## src/rtl/muldiv_pkg.sv

```systemverilog
// Shared types and constants for the multiply/divide sequencer.
// Imported by muldiv_seq.
package muldiv_pkg;

  typedef enum logic [1:0] {
    S_IDLE,
    S_RUN,
    S_FIX,
    S_DONE
  } state_t;

  localparam logic OP_MULT = 1'b0;
  localparam logic OP_DIV  = 1'b1;

  localparam int DEF_WIDTH = 32;
  localparam int CNT_W     = $clog2(DEF_WIDTH);

  function automatic int cnt_width(input int w);
    return (w > 1) ? $clog2(w) : 1;
  endfunction

endpackage

```

## src/rtl/muldiv_seq.sv

```systemverilog
// Iterative signed MULT/DIV engine holding the HI/LO registers.
// Shift-add and restoring divide share one 2*WIDTH working register.
module muldiv_seq
  import muldiv_pkg::*;
#(
  parameter int WIDTH = 32
) (
  input  logic             clk,
  input  logic             reset,
  input  logic             start,
  input  logic             op,
  input  logic [WIDTH-1:0] a,
  input  logic [WIDTH-1:0] b,
  output logic             busy,
  output logic             done,
  output logic             div_zero,
  output logic [WIDTH-1:0] hi,
  output logic [WIDTH-1:0] lo
);

  localparam int CW = cnt_width(WIDTH);
  localparam logic [CW-1:0] LAST = CW'(WIDTH - 1);

  state_t             state, state_n;
  logic               op_q, sa, sb;
  logic [WIDTH-1:0]   opnd;
  logic [2*WIDTH-1:0] acc;
  logic [CW-1:0]      cnt;

  logic               accept, dz;
  logic [WIDTH:0]     msum, rsh, diff;
  logic [2*WIDTH-1:0] step, prod;
  logic [WIDTH-1:0]   quo, rem;

  function automatic logic [WIDTH-1:0] absv(
    input logic [WIDTH-1:0] x
  );
    return x[WIDTH-1] ? -x : x;
  endfunction

  assign accept = (state == S_IDLE) && start;
  assign dz     = accept && (op == OP_DIV)
                  && (b == '0);

  // State register
  always_ff @(posedge clk or negedge reset) begin
    if (!reset) state <= S_IDLE;
    else        state <= state_n;
  end

  // Next-state decode
  always_comb begin
    state_n = state;
    unique case (state)
      S_IDLE: begin
        if (dz)          state_n = S_DONE;
        else if (accept) state_n = S_RUN;
      end
      S_RUN:  if (cnt == LAST) state_n = S_FIX;
      S_FIX:  state_n = S_DONE;
      S_DONE: state_n = S_IDLE;
      default: state_n = S_IDLE;
    endcase
  end

  // One shift-add or restoring-divide step, plus sign fix-up
  always_comb begin
    msum = {1'b0, acc[2*WIDTH-1:WIDTH]}
         + (acc[0] ? {1'b0, opnd} : '0);
    rsh  = {acc[2*WIDTH-1:WIDTH], acc[WIDTH-1]};
    diff = rsh - {1'b0, opnd};
    if (op_q == OP_MULT)
      step = {msum, acc[WIDTH-1:1]};
    else if (diff[WIDTH])
      step = {rsh[WIDTH-1:0], acc[WIDTH-2:0], 1'b0};
    else
      step = {diff[WIDTH-1:0], acc[WIDTH-2:0], 1'b1};
    prod = (sa ^ sb) ? -acc : acc;
    quo  = (sa ^ sb) ? -acc[WIDTH-1:0]
                     : acc[WIDTH-1:0];
    rem  = sa ? -acc[2*WIDTH-1:WIDTH]
              : acc[2*WIDTH-1:WIDTH];
  end

  // Datapath, result registers and registered status
  always_ff @(posedge clk or negedge reset) begin
    if (!reset) begin
      op_q     <= OP_MULT;
      sa       <= 1'b0;
      sb       <= 1'b0;
      opnd     <= '0;
      acc      <= '0;
      cnt      <= '0;
      hi       <= '0;
      lo       <= '0;
      busy     <= 1'b0;
      done     <= 1'b0;
      div_zero <= 1'b0;
    end else begin
      busy     <= (state_n == S_RUN)
                  || (state_n == S_FIX);
      done     <= (state_n == S_DONE);
      div_zero <= dz;
      unique case (state)
        S_IDLE: if (accept && !dz) begin
          op_q <= op;
          sa   <= a[WIDTH-1];
          sb   <= b[WIDTH-1];
          cnt  <= '0;
          if (op == OP_DIV) begin
            opnd <= absv(b);
            acc  <= {{WIDTH{1'b0}}, absv(a)};
          end else begin
            opnd <= absv(a);
            acc  <= {{WIDTH{1'b0}}, absv(b)};
          end
        end
        S_RUN: begin
          acc <= step;
          cnt <= cnt + 1'b1;
        end
        S_FIX: begin
          if (op_q == OP_MULT) begin
            hi <= prod[2*WIDTH-1:WIDTH];
            lo <= prod[WIDTH-1:0];
          end else begin
            hi <= rem;
            lo <= quo;
          end
        end
        default: ;
      endcase
    end
  end

endmodule

```

## config.mk

```make
export PLATFORM = sky130hd
export DESIGN_NAME = muldiv_seq
export DESIGN_NICKNAME = d
export VERILOG_FILES = /design/src/rtl/muldiv_pkg.sv /design/src/rtl/muldiv_seq.sv
export SDC_FILE = /design/constraint.sdc
export NUM_CORES = 1
export LEC_CHECK = 0
export BUFFER_PORTS_ARGS = -buffer_cell sky130_fd_sc_hd__buf_2
export CAP_MARGIN = 20
export CORE_MARGIN = 1
export CORE_UTILIZATION = 25
export CTS_BUF_LIST = sky130_fd_sc_hd__clkbuf_16
export DETAILED_ROUTE_END_ITERATION = 7
export SKIP_CTS_REPAIR_TIMING = 1
export SYNTH_ARGS = -nofsm -noshare
export SYNTH_HDL_FRONTEND = slang
export SYNTH_SLANG_ARGS = --single-unit
```

## constraint.sdc

```tcl
create_clock -name clk -period 5.4 [get_ports clk]
set_clock_uncertainty 0.15 [all_clocks]
set_input_delay 0.27 -clock clk [delete_from_list [all_inputs] [get_ports clk]]
set_output_delay 0.27 -clock clk [all_outputs]
set_load 0.01 [all_outputs]
```

==> out/metrics.yaml <==
global_routing:
  antenna_found_initial: 2
  grt_max_degree: 102
  overflow: 0
  grt_usage_pct: 17.23
  grt_pass1_vias: 13580
  grt_first_pass_wirelength_um: 80560
synthesis:
  synth_edf_count: 0
  synth_async_sr_flop_share_pct: 100.0
  synth_area_mm2: 0.01477
  yosysSeqAreaShare_pct: 29.30
  syn_nets: 1995
  synth.distinct_cells: 78
  synthCells: 1854
  yosysWarnings: 0
  synth_top_cell_by_area: "dfrtp_1"
  synth_area_leaders: "dfrtp_1 (29%), o21ai_0 (7.2%), ha_1 (6.0%)"
  synth_area_per_cell_um2: 7.969
  synth_top_area_share_pct: 29.30
  synth-seq-cells: 173
  ys.flop_type: "dfrtp_1"
placed_design:
  gp_congestion: 0.9622
  port-buffer-count: 134
  dpl_cell_area_mm2: 0.01625
  hpwl_um: 40550
die:
  die_y_um: 245.1
  io-pin-count: 135
  die_w_um: 245.1
  core_mm2: 0.05803
  die_area_mm2: 0.06007
  floorplan.initialDensity_pct: 25.46
  rows: 88
worst_setup_path:
  crit_path_end_kind: "flop"
  reg2reg_slack_ns: 1.07
  cp.required_ns: 5.57
  cp_common_cell: "buf_4"
  critPathMaxStageDelay_ns: 0.51
  critPathArrivalTime_ns: 4.50
  crit_buf_inv: 3
  r2r_cells: 14
  path_max_fanout: 13
  r2r_end: "acc[61]"
  cp_cell_sequence: "inv_1, buf_4, nor2_1, ha_1, o21a_1, o31a_1, o311ai_0, buf_4, a31oi_1, a21boi_0, o21ai_0, a221oi_1, mux2i_1, o2111ai_1"
  path_class: "reg -> reg"
  cp_top_family: "compound AO/OA/AOI/OAI gates"
  r2r-start: "acc[0]"
  start_kind: "flop"
  cp_slowest_cell: "a221oi_1"
power_and_ir_drop:
  comb_power_share_pct: 68.0
  switching_share_pct: 52.46
  leakagePower_nw: 7.318
  power_density_mw_per_mm2: 702.0
  power.internal_mw: 5.623
  peakVddDrop_mv: 0.4020
  p_total_mw: 11.83
  power.share.clock_pct: 10.7
  p_sw_mw: 6.205
  seqPwrFrac_pct: 21.4
clock_network:
  h-tree-depth: 4
  cts_tree: "yes"
  clk_latency_ns: 0.47
  cts_root_buf: "clkbuf_16"
  cts.sinks: 173
  path_clk_slew_ns: 0.07
  clockBufferDepth: 2
  numCtsBuffers: 17
drt:
  vias: 14310
  drcViolationCount: 0
  viasPerCell: 5.284
  drtPass1Iterations: 5
  route.final.wire_length_um: 51850
  antenna_left: 0
  wl_per_cell_um: 19.15
  drt_iter0_drc: 1346
timing:
  fmax_ghz: 0.2310
  fin_setup_tns_ns: 0
  period_needed_ns: 4.329
  rsz0062_at_grt: "no"
  slew_headroom_pct: 29.95
  hold_viol_final: 0
  tightest_slew_ns: 1.050
  fin_crit_sh_pct: 80.17
  drv_slew: 0
  setup_violations: 0
finish:
  areaGrowthSynthToFinish_pct: 14.04
  drive_above_1_share_pct: 12.82
  fin_area_mm2: 0.01685
  finalNetCount: 2070
worst_hold_path:
  hp-class: "in -> reg"
  hold_depth: 3
  hold_end: "div_zero"
  hp-start: "start"
job:
  drv_cap: 0
status:
  status: "complete, no violations"
placed cells by master, fill, tap and decap left out, types with 5 or more instances in the layout:
master,netlist,layout
nand3_1,26,25
and2_1,15,15
o21ai_0,214,214
and3_1,16,16
a31oi_1,22,22
o21bai_1,10,10
nand2_1,229,228
mux2_2,16,16
mux2i_1,67,67
xnor2_1,90,90
o31a_1,6,6
nor3_1,34,34
a21oi_1,123,123
or2_2,10,10
a211oi_1,48,48
or4_1,17,17
inv_1,60,60
nand2b_1,18,17
or3_1,14,14
a32o_1,5,5
o21a_1,13,13
buf_4,1,31
a22oi_1,20,20
a21o_1,27,27
buf_2,15,133
o41ai_1,13,13
o31ai_1,27,27
clkbuf_16,0,17
nor2_1,144,143
ha_1,71,71
dfrtp_1,173,172
inv_8,0,7
o211ai_1,15,15
xor2_1,78,77
nor2b_1,13,12
nor4_1,22,22
worst max-delay path by stage:
stage | cells past startpoint | end | from | slack, ns
floorplan | 13 | acc[59] | acc[0] | 1.65
global placement | 14 | acc[61] | acc[0] | 1.21
detailed placement | 14 | acc[61] | acc[0] | 1.23
CTS | 14 | acc[61] | acc[0] | 1.18
global route | 14 | acc[61] | acc[0] | 0.83
finish | 14 | acc[61] | acc[0] | 1.07
worst reg2reg max path, stage by stage (launching register included):
cell and delay [ns]:
dfrtp_1 0.44, inv_1 0.43, buf_4 0.32, nor2_1 0.08
ha_1 0.34, o21a_1 0.13, o31a_1 0.15, o311ai_0 0.32
buf_4 0.20, a31oi_1 0.11, a21boi_0 0.33, o21ai_0 0.32
a221oi_1 0.51, mux2i_1 0.24, o2111ai_1 0.13
flip-flops by register name, indices dropped and copies added (netlist names):
signal and cells:
div_zero 1, sa 1, op_q 1, done 1
opnd 32, cnt 5, state 2, lo 32
sb 1, hi 32, acc 64, busy 1
synth_stat cells (5+ instances only):
library cell,instances
nand2_1,229
o21ai_0,214
dfrtp_1,173
nor2_1,144
a21oi_1,123
clkbuf_1,91
xnor2_1,90
xor2_1,78
ha_1,71
mux2i_1,67
inv_1,60
a211oi_1,48
nor3_1,34
a21o_1,27
o31ai_1,27
nand3_1,26
a31oi_1,22
nor4_1,22
a22oi_1,20
nand2b_1,18
or4_1,17
and3_1,16
mux2_2,16
and2_1,15
buf_2,15
o211ai_1,15
or3_1,14
nor2b_1,13
o21a_1,13
o41ai_1,13
o21bai_1,10
or2_2,10
o31a_1,6
a32o_1,5
metal layers:
metal	GRT usage [%]	up-vias	wire length [µm]
met5	0	-	12
li1	-	6858	-
met4	5.699	2	1311
met3	3.072	73	3303
met2	27.70	491	23880
met1	23.11	6886	23340
metrics by stage:
stage	std cells	setup slack (ns)	hold slack [ns]	utilization [%]
3_5_place_dp	2674	1.230	0.1814	28.00
6_report	2708	1.071	0.01017	29.04
5_1_grt	2708	0.8321	0.02080	29.04
3_3_place_gp	2674	1.214	0.1767	28.00
4_1_cts	2706	1.184	-0.3276	29.02
2_1_floorplan	1854	1.653	-0.1756	-
cells by family after synthesis:
group / count (synthesis) / synth area share, %
buffers and inverters: 171 / 4.505
adders and majority gates: 73 / 6.284
AOI/OAI and AO/OA: 599 / 25.47
and+or+nand+nor: 587 / 18.72
DFF: 173 / 29.30
muxes: 83 / 5.759
xor gates and xnor gates: 168 / 9.959
power groups by stage:
stage | combinational [mW] | clock [mW] | sequential (mW)
global route | 8.87 | 1.33 | 2.59
CTS | 7.97 | 1.28 | 2.50
detailed placement | 7.93 | 0 | 2.53
floorplan | 5.97 | 0 | 2.16
global placement | 7.88 | 0 | 2.51
finish | 8.04 | 1.26 | 2.53
final cells by class:
cell class / count / area, µm²
fillers: 6169 / 41180
diodes: 1 / 2.502
multi-input cells: 1510 / 9821
clock inverters: 15 / 163.9
repair buffers: 166 / 919.6
well taps: 765 / 957.2
clock buffers: 17 / 425.4
flip-flops and latches: 173 / 4330
inverters: 61 / 229.0
(Power assumes the default switching activity.)
